<file path="src/rtl/id_ex_stage_pkg.sv">
`default_nettype none
// ============================================================================
//  Module      : id_ex_stage_pkg
//  Description : Shared widths and the ID/EX stage record used by the
//                pipeline register and its hazard detector.
//  Revision    : 1.0 - initial release
// ============================================================================
package id_ex_stage_pkg;

    localparam int REG_ADDR = 5;   // register address width
    localparam int WORD_W   = 32;  // data word width
    localparam int ALUOP_W  = 4;   // ALU operation code width

    // Everything the stage carries from ID into EX. An all-zero record is
    // a bubble: not valid, no side effects, no forwarding match.
    typedef struct packed {
        logic                valid;
        logic [REG_ADDR-1:0] src1;
        logic [REG_ADDR-1:0] src2;
        logic [REG_ADDR-1:0] dest_reg;
        logic                regwrite;
        logic                memread;
        logic                writemem;
        logic [ALUOP_W-1:0]  aluop;
        logic [WORD_W-1:0]   rs1_data;
        logic [WORD_W-1:0]   rs2_data;
        logic [WORD_W-1:0]   imm;
    } id_ex_t;

endpackage : id_ex_stage_pkg
`default_nettype wire

</file>
<file path="src/rtl/id_ex_stage_hazard_detect.sv">
`default_nettype none
// ============================================================================
//  Module      : hazard_detect
//  Description : Combinational load-use hazard detection between the load
//                sitting in ID/EX and the instruction currently in ID.
//  Revision    : 1.0 - initial release
// ============================================================================
module hazard_detect
    import id_ex_stage_pkg::*;
(
    input  logic                id_valid,
    input  logic [REG_ADDR-1:0] id_src1,
    input  logic [REG_ADDR-1:0] id_src2,
    input  logic                id_writemem,
    input  logic                ex_valid,
    input  logic                ex_memread,
    input  logic [REG_ADDR-1:0] ex_dest_reg,
    output logic                lu
);

    logic src1_match;
    logic src2_match;

    // A store's src2 is its data operand; the mem-to-mem bypass supplies it,
    // so only address (src1) dependencies of a store force a bubble.
    always_comb begin
        src1_match = (ex_dest_reg == id_src1);
        src2_match = (ex_dest_reg == id_src2) && !id_writemem;
        lu         = id_valid && ex_valid && ex_memread &&
                     (ex_dest_reg != '0) && (src1_match || src2_match);
    end

endmodule : hazard_detect
`default_nettype wire

</file>
<file path="src/rtl/id_ex_stage.sv">
`default_nettype none
// ============================================================================
//  Module      : id_ex_stage
//  Description : ID/EX pipeline register with load-use bubble insertion,
//                downstream stall hold, flush, and a saturating counter of
//                inserted load-use bubbles.
//  Revision    : 1.0 - initial release
// ============================================================================
module id_ex_stage
    import id_ex_stage_pkg::*;
#(
    parameter int BUBBLE_CNT_W = 16
) (
    input  logic                    clk,
    input  logic                    rst_n,

    input  logic                    id_valid,
    input  logic [REG_ADDR-1:0]     id_src1,
    input  logic [REG_ADDR-1:0]     id_src2,
    input  logic [REG_ADDR-1:0]     id_dest_reg,
    input  logic                    id_regwrite,
    input  logic                    id_memread,
    input  logic                    id_writemem,
    input  logic [ALUOP_W-1:0]      id_aluop,
    input  logic [WORD_W-1:0]       id_rs1_data,
    input  logic [WORD_W-1:0]       id_rs2_data,
    input  logic [WORD_W-1:0]       id_imm,

    input  logic                    ex_stall,
    input  logic                    flush,

    output logic                    id_ex_valid,
    output logic [REG_ADDR-1:0]     id_ex_src1,
    output logic [REG_ADDR-1:0]     id_ex_src2,
    output logic [REG_ADDR-1:0]     id_ex_dest_reg,
    output logic                    id_ex_regwrite,
    output logic                    id_ex_memread,
    output logic                    id_ex_writemem,
    output logic [ALUOP_W-1:0]      id_ex_aluop,
    output logic [WORD_W-1:0]       id_ex_rs1_data,
    output logic [WORD_W-1:0]       id_ex_rs2_data,
    output logic [WORD_W-1:0]       id_ex_imm,

    output logic                    id_stall,
    output logic [BUBBLE_CNT_W-1:0] bubble_count
);

    id_ex_t                  stage_q;
    id_ex_t                  stage_d;
    id_ex_t                  id_capture;
    logic [BUBBLE_CNT_W-1:0] bubble_count_q;
    logic [BUBBLE_CNT_W-1:0] bubble_count_d;
    logic                    lu;

    hazard_detect u_hazard_detect (
        .id_valid    (id_valid),
        .id_src1     (id_src1),
        .id_src2     (id_src2),
        .id_writemem (id_writemem),
        .ex_valid    (stage_q.valid),
        .ex_memread  (stage_q.memread),
        .ex_dest_reg (stage_q.dest_reg),
        .lu          (lu)
    );

    // Assemble the ID record; side-effect bits are killed for dead slots.
    always_comb begin
        id_capture          = '0;
        id_capture.valid    = id_valid;
        id_capture.src1     = id_src1;
        id_capture.src2     = id_src2;
        id_capture.dest_reg = id_dest_reg;
        id_capture.regwrite = id_regwrite & id_valid;
        id_capture.memread  = id_memread  & id_valid;
        id_capture.writemem = id_writemem & id_valid;
        id_capture.aluop    = id_aluop;
        id_capture.rs1_data = id_rs1_data;
        id_capture.rs2_data = id_rs2_data;
        id_capture.imm      = id_imm;
    end

    // Next stage contents: flush beats stall beats load-use beats capture.
    always_comb begin
        stage_d = stage_q;
        if (flush) begin
            stage_d = '0;
        end else if (ex_stall) begin
            stage_d = stage_q;
        end else if (lu) begin
            stage_d = '0;
        end else begin
            stage_d = id_capture;
        end
    end

    // Count only bubbles that are actually inserted for a load-use hazard.
    always_comb begin
        bubble_count_d = bubble_count_q;
        if (!flush && !ex_stall && lu && (bubble_count_q != '1)) begin
            bubble_count_d = bubble_count_q + BUBBLE_CNT_W'(1);
        end
    end

    // IF/ID hold request; a flush clears IF/ID on its own path.
    always_comb begin
        id_stall = (ex_stall & ~flush) | (lu & ~flush);
    end

    // Pipeline register.
    always_ff @(posedge clk or negedge rst_n) begin
        if (!rst_n) begin
            stage_q <= '0;
        end else begin
            stage_q <= stage_d;
        end
    end

    // Load-use bubble counter.
    always_ff @(posedge clk or negedge rst_n) begin
        if (!rst_n) begin
            bubble_count_q <= '0;
        end else begin
            bubble_count_q <= bubble_count_d;
        end
    end

    // Present the registered record on the flat output ports.
    always_comb begin
        id_ex_valid    = stage_q.valid;
        id_ex_src1     = stage_q.src1;
        id_ex_src2     = stage_q.src2;
        id_ex_dest_reg = stage_q.dest_reg;
        id_ex_regwrite = stage_q.regwrite;
        id_ex_memread  = stage_q.memread;
        id_ex_writemem = stage_q.writemem;
        id_ex_aluop    = stage_q.aluop;
        id_ex_rs1_data = stage_q.rs1_data;
        id_ex_rs2_data = stage_q.rs2_data;
        id_ex_imm      = stage_q.imm;
        bubble_count   = bubble_count_q;
    end

endmodule : id_ex_stage
`default_nettype wire

</file>
<file path="config.mk">
export PLATFORM = sky130hd
export DESIGN_NAME = id_ex_stage
export DESIGN_NICKNAME = d
export VERILOG_FILES = /design/src/rtl/id_ex_stage_pkg.sv /design/src/rtl/id_ex_stage_hazard_detect.sv /design/src/rtl/id_ex_stage.sv
export SDC_FILE = /design/constraint.sdc
export NUM_CORES = 1
export LEC_CHECK = 0
export BUFFER_PORTS_ARGS = -buffer_cell sky130_fd_sc_hd__buf_2
export CAP_MARGIN = 10
export CORE_MARGIN = 1
export CORE_UTILIZATION = 45
export DETAILED_ROUTE_END_ITERATION = 8
export HOLD_SLACK_MARGIN = 0.02
export PLACE_DENSITY = 0.81
export SYNTH_ARGS = -nofsm -noshare
export SYNTH_HDL_FRONTEND = slang
export SYNTH_SLANG_ARGS = --single-unit
</file>
<file path="constraint.sdc">
create_clock -name clk -period 2.3 [get_ports clk]
set_clock_uncertainty 0.15 [all_clocks]
set_input_delay 0.23 -clock clk [delete_from_list [all_inputs] [get_ports clk]]
set_output_delay 0.23 -clock clk [all_outputs]
set_load 0.01 [all_outputs]
</file>
==> results.py <==
metrics = {
    "outcome": {
        "outcome": "finished with violations",
        "violations": "setup timing",
    },
    "clock_tree": {
        "cts_tree": "done",
        "root_buffer": "clkbuf_16",
        "worstSkewPairLatency_ns": 0.42,
        "clockBufferDepth": 2,
        "clk_pin_slew_ns": 0.06,
        "htree_levels": 4,
        "cts_buffers": 17,
        "cts_sinks": 135,
    },
    "sta": {
        "finalCritPeriodShare": 1.02,
        "setup_viol": 1,
        "hold_viol_final": 0,
        "rsz0062_at_grt": "yes",
        "relSlewSlack": 0.622,
        "slew_violations": 0,
        "max_clock_freq_ghz": 0.427,
        "finalCriticalPeriod_ns": 2.34,
        "worstMarginPinSlew_ns": 0.568,
        "final.setup.worst_slack_ns": -0.0426,
        "fin_hold_ws_ns": 0.0745,
    },
    "synth": {
        "synth_area_leaders": "dfrtp_1, a22o_1, buf_6",
        "synth_top_cell_by_area": "dfrtp_1",
        "yosysWarnings": 0,
        "yosys.area.top_type_share": 0.640,
        "async_flop_share": 1.00,
        "synth_edf_count": 0,
        "syn_nets": 486,
        "synth-main-ff-cell": "dfrtp_1",
        "avgSynthCellArea_um2": 14.6,
        "netlist_area_mm2": 0.00528,
        "synth_fa_ha_area_frac": 0.00237,
        "synthDistinctLibCells": 34,
        "synthSimpleGateAreaFrac": 0.0640,
        "synth_compound_area_frac": 0.205,
        "synth_mux_area_frac": 0.00426,
        "ys_seq_area_frac": 0.640,
        "ys_ff_latch": 135,
        "syn_inst": 362,
        "synth_top_family_by_area": "compound AO/OA/AOI/OAI gates",
        "synth-xor-area-share": 0.0398,
    },
    "route": {
        "wl_um": 18100,
        "drtPass1Iterations": 4,
        "drt-initial-drc-count": 258,
        "wl_per_cell_um": 19.8,
        "ant_nets": 0,
        "route.vias.total": 4951,
        "viasPerCell": 5.41,
        "drc": 0,
    },
    "layout": {
        "antenna_cells": 0,
        "layout-area-overhead-vs-synth_pct": 66.7,
        "final_cell_mix": "buf_2, dfrtp_1, dlygate4sd3_1",
        "final_core_util": 0.771,
        "drive_above_1_share": 0.451,
        "final_common_cell": "buf_2",
        "nets": 883,
        "design_area_mm2": 0.00881,
        "nFillCells": 674,
    },
    "job": {
        "maxCapViolCount": 0,
    },
    "placement": {
        "io_buffers": 258,
        "dpl.hpwl_um": 9610,
        "place_area_mm2": 0.00672,
        "place_worst_setup_slack_ns": 0.0746,
        "place_congestion": 0.851,
    },
    "critical_path": {
        "arrival_ns": 1.96,
        "required_ns": 1.92,
        "crit_chain": "buf_4, xnor2_1, nand3_1, o32a_4, o21ai_2, nor2b_1, buf_2",
        "endpoint_kind": "output pin",
        "cp_slowest_cell": "dfrtp_1",
        "critPathTopFamily": "flip-flops",
        "critPathLaunchType": "register",
        "crit_buf_inv": 2,
        "r2r_slack_ns": 0.06,
        "cpPeakStageDelay_ns": 0.42,
        "path_max_fanout": 3,
        "path_class": "reg2out",
    },
    "global_route": {
        "use_met3": 0.0688,
        "grt_use_total": 0.284,
        "grt-ovfl-total": 0,
        "grt_antenna_before_repair": 0,
        "met1_usage": 0.297,
        "grt_max_degree": 79,
        "grt_pass1_vias": 5147,
        "grt_pass1_wl_um": 25400,
        "grt.busiest_layer": "met2",
        "use_met2": 0.516,
    },
    "power": {
        "leakage_uw": 0.00464,
        "vdd_drop_max_mv": 0.564,
        "p_per_area_mw_per_mm2": 688,
    },
    "floorplanning": {
        "die_x_um": 110,
        "die-area_mm2": 0.0122,
        "core_mm2": 0.0114,
        "initial_core_util": 0.463,
        "rows": 39,
        "io_pins": 259,
        "fp.dieH_um": 110,
    },
    "min_path": {
        "hp-class": "in2async",
    },
}
## power by group
part	total, uW	internal, uW	switching (uW)
clock	2660	1600	1060
sequential	2570	2490	74.4
combinational	833	448	385
total	6060	4540	1520
## area by class of cell
type,count,area [um^2],area share
Timing Repair Buffer,406,2870,0.326
Multi-Input combinational cell,196,1780,0.202
Tap cell,143,179,0.0203
Inverter,3,11.3,0.00128
Clock buffer,17,425,0.0483
Sequential cell,135,3380,0.384
Clock inverter,15,155,0.0176
## per-layer routing
layer	vias up	routed length (um)
li1	2188	-
met1	2411	6410
met2	283	9540
met3	69	1290
met4	0	837
met5	-	0
## worst reg2reg max path, cell delays in order, from the launching register on
cell and delay [ns]:
dfrtp_1 0.42, buf_4 0.16, xnor2_1 0.17, nand3_1 0.14
o32a_4 0.26, buf_4 0.16, o21a_4 0.26, buf_12 0.17
a32o_1 0.26
## worst paths after layout
path,start,to,depth (start not counted)
worst max-delay path,id_ex_dest_reg[4],id_stall,7
worst min-delay path,rst_n,bubble_count[2],2
worst max register to register,id_ex_dest_reg[4],id_ex_writemem,8
worst min register to register,bubble_count[8],bubble_count[8],1
max in group asynchronous,rst_n,id_ex_rs1_data[1],3
min in group clk,ex_stall,bubble_count[5],5
## repair_timing
item                                   in CTS  in global routing
endpoints found under the hold margin     254                  1
hold buffers                              119                  1
setup buffers                               9                  0
gates cloned                                0                  6
pin swaps                                   6                  7
setup endpoints to repair                   2                 74
gates resized for setup                     8                 10
## cell families after synthesis
logic type,after synthesis
xor gates and xnor gates,24
AOI/OAI and AO/OA,123
muxes,2
adders and majority gates,1
and+or+nand+nor,45
buffers and inverters,32
DFF,135
## cell usage after synthesis, types with 2 or more instances
cell type  number
dfrtp_1       135
nor4b_2         2
xnor2_1        11
buf_6          15
nand3_1         4
nor2_1          5
clkbuf_1       13
xor2_1         13
nand4_1         5
nand2_1         5
inv_1           3
a22o_1        116
or4_1           3
a32o_1          3
nor4b_1         4
nor4_2          6
nor3_1          2
## stage by stage
| stage | power [uW] | instances | setup TNS [ns] |
|---|---|---|---|
| floorplan | 2860 | 362 | 0 |
| global placement | 3170 | 748 | 0 |
| detailed placement | 3190 | 748 | 0 |
| CTS | 6010 | 908 | -0.0498 |
| global route | 6290 | 915 | -4.81 |
| finish | 6060 | 915 | -0.0426 |
(Power assumes the default switching activity.)
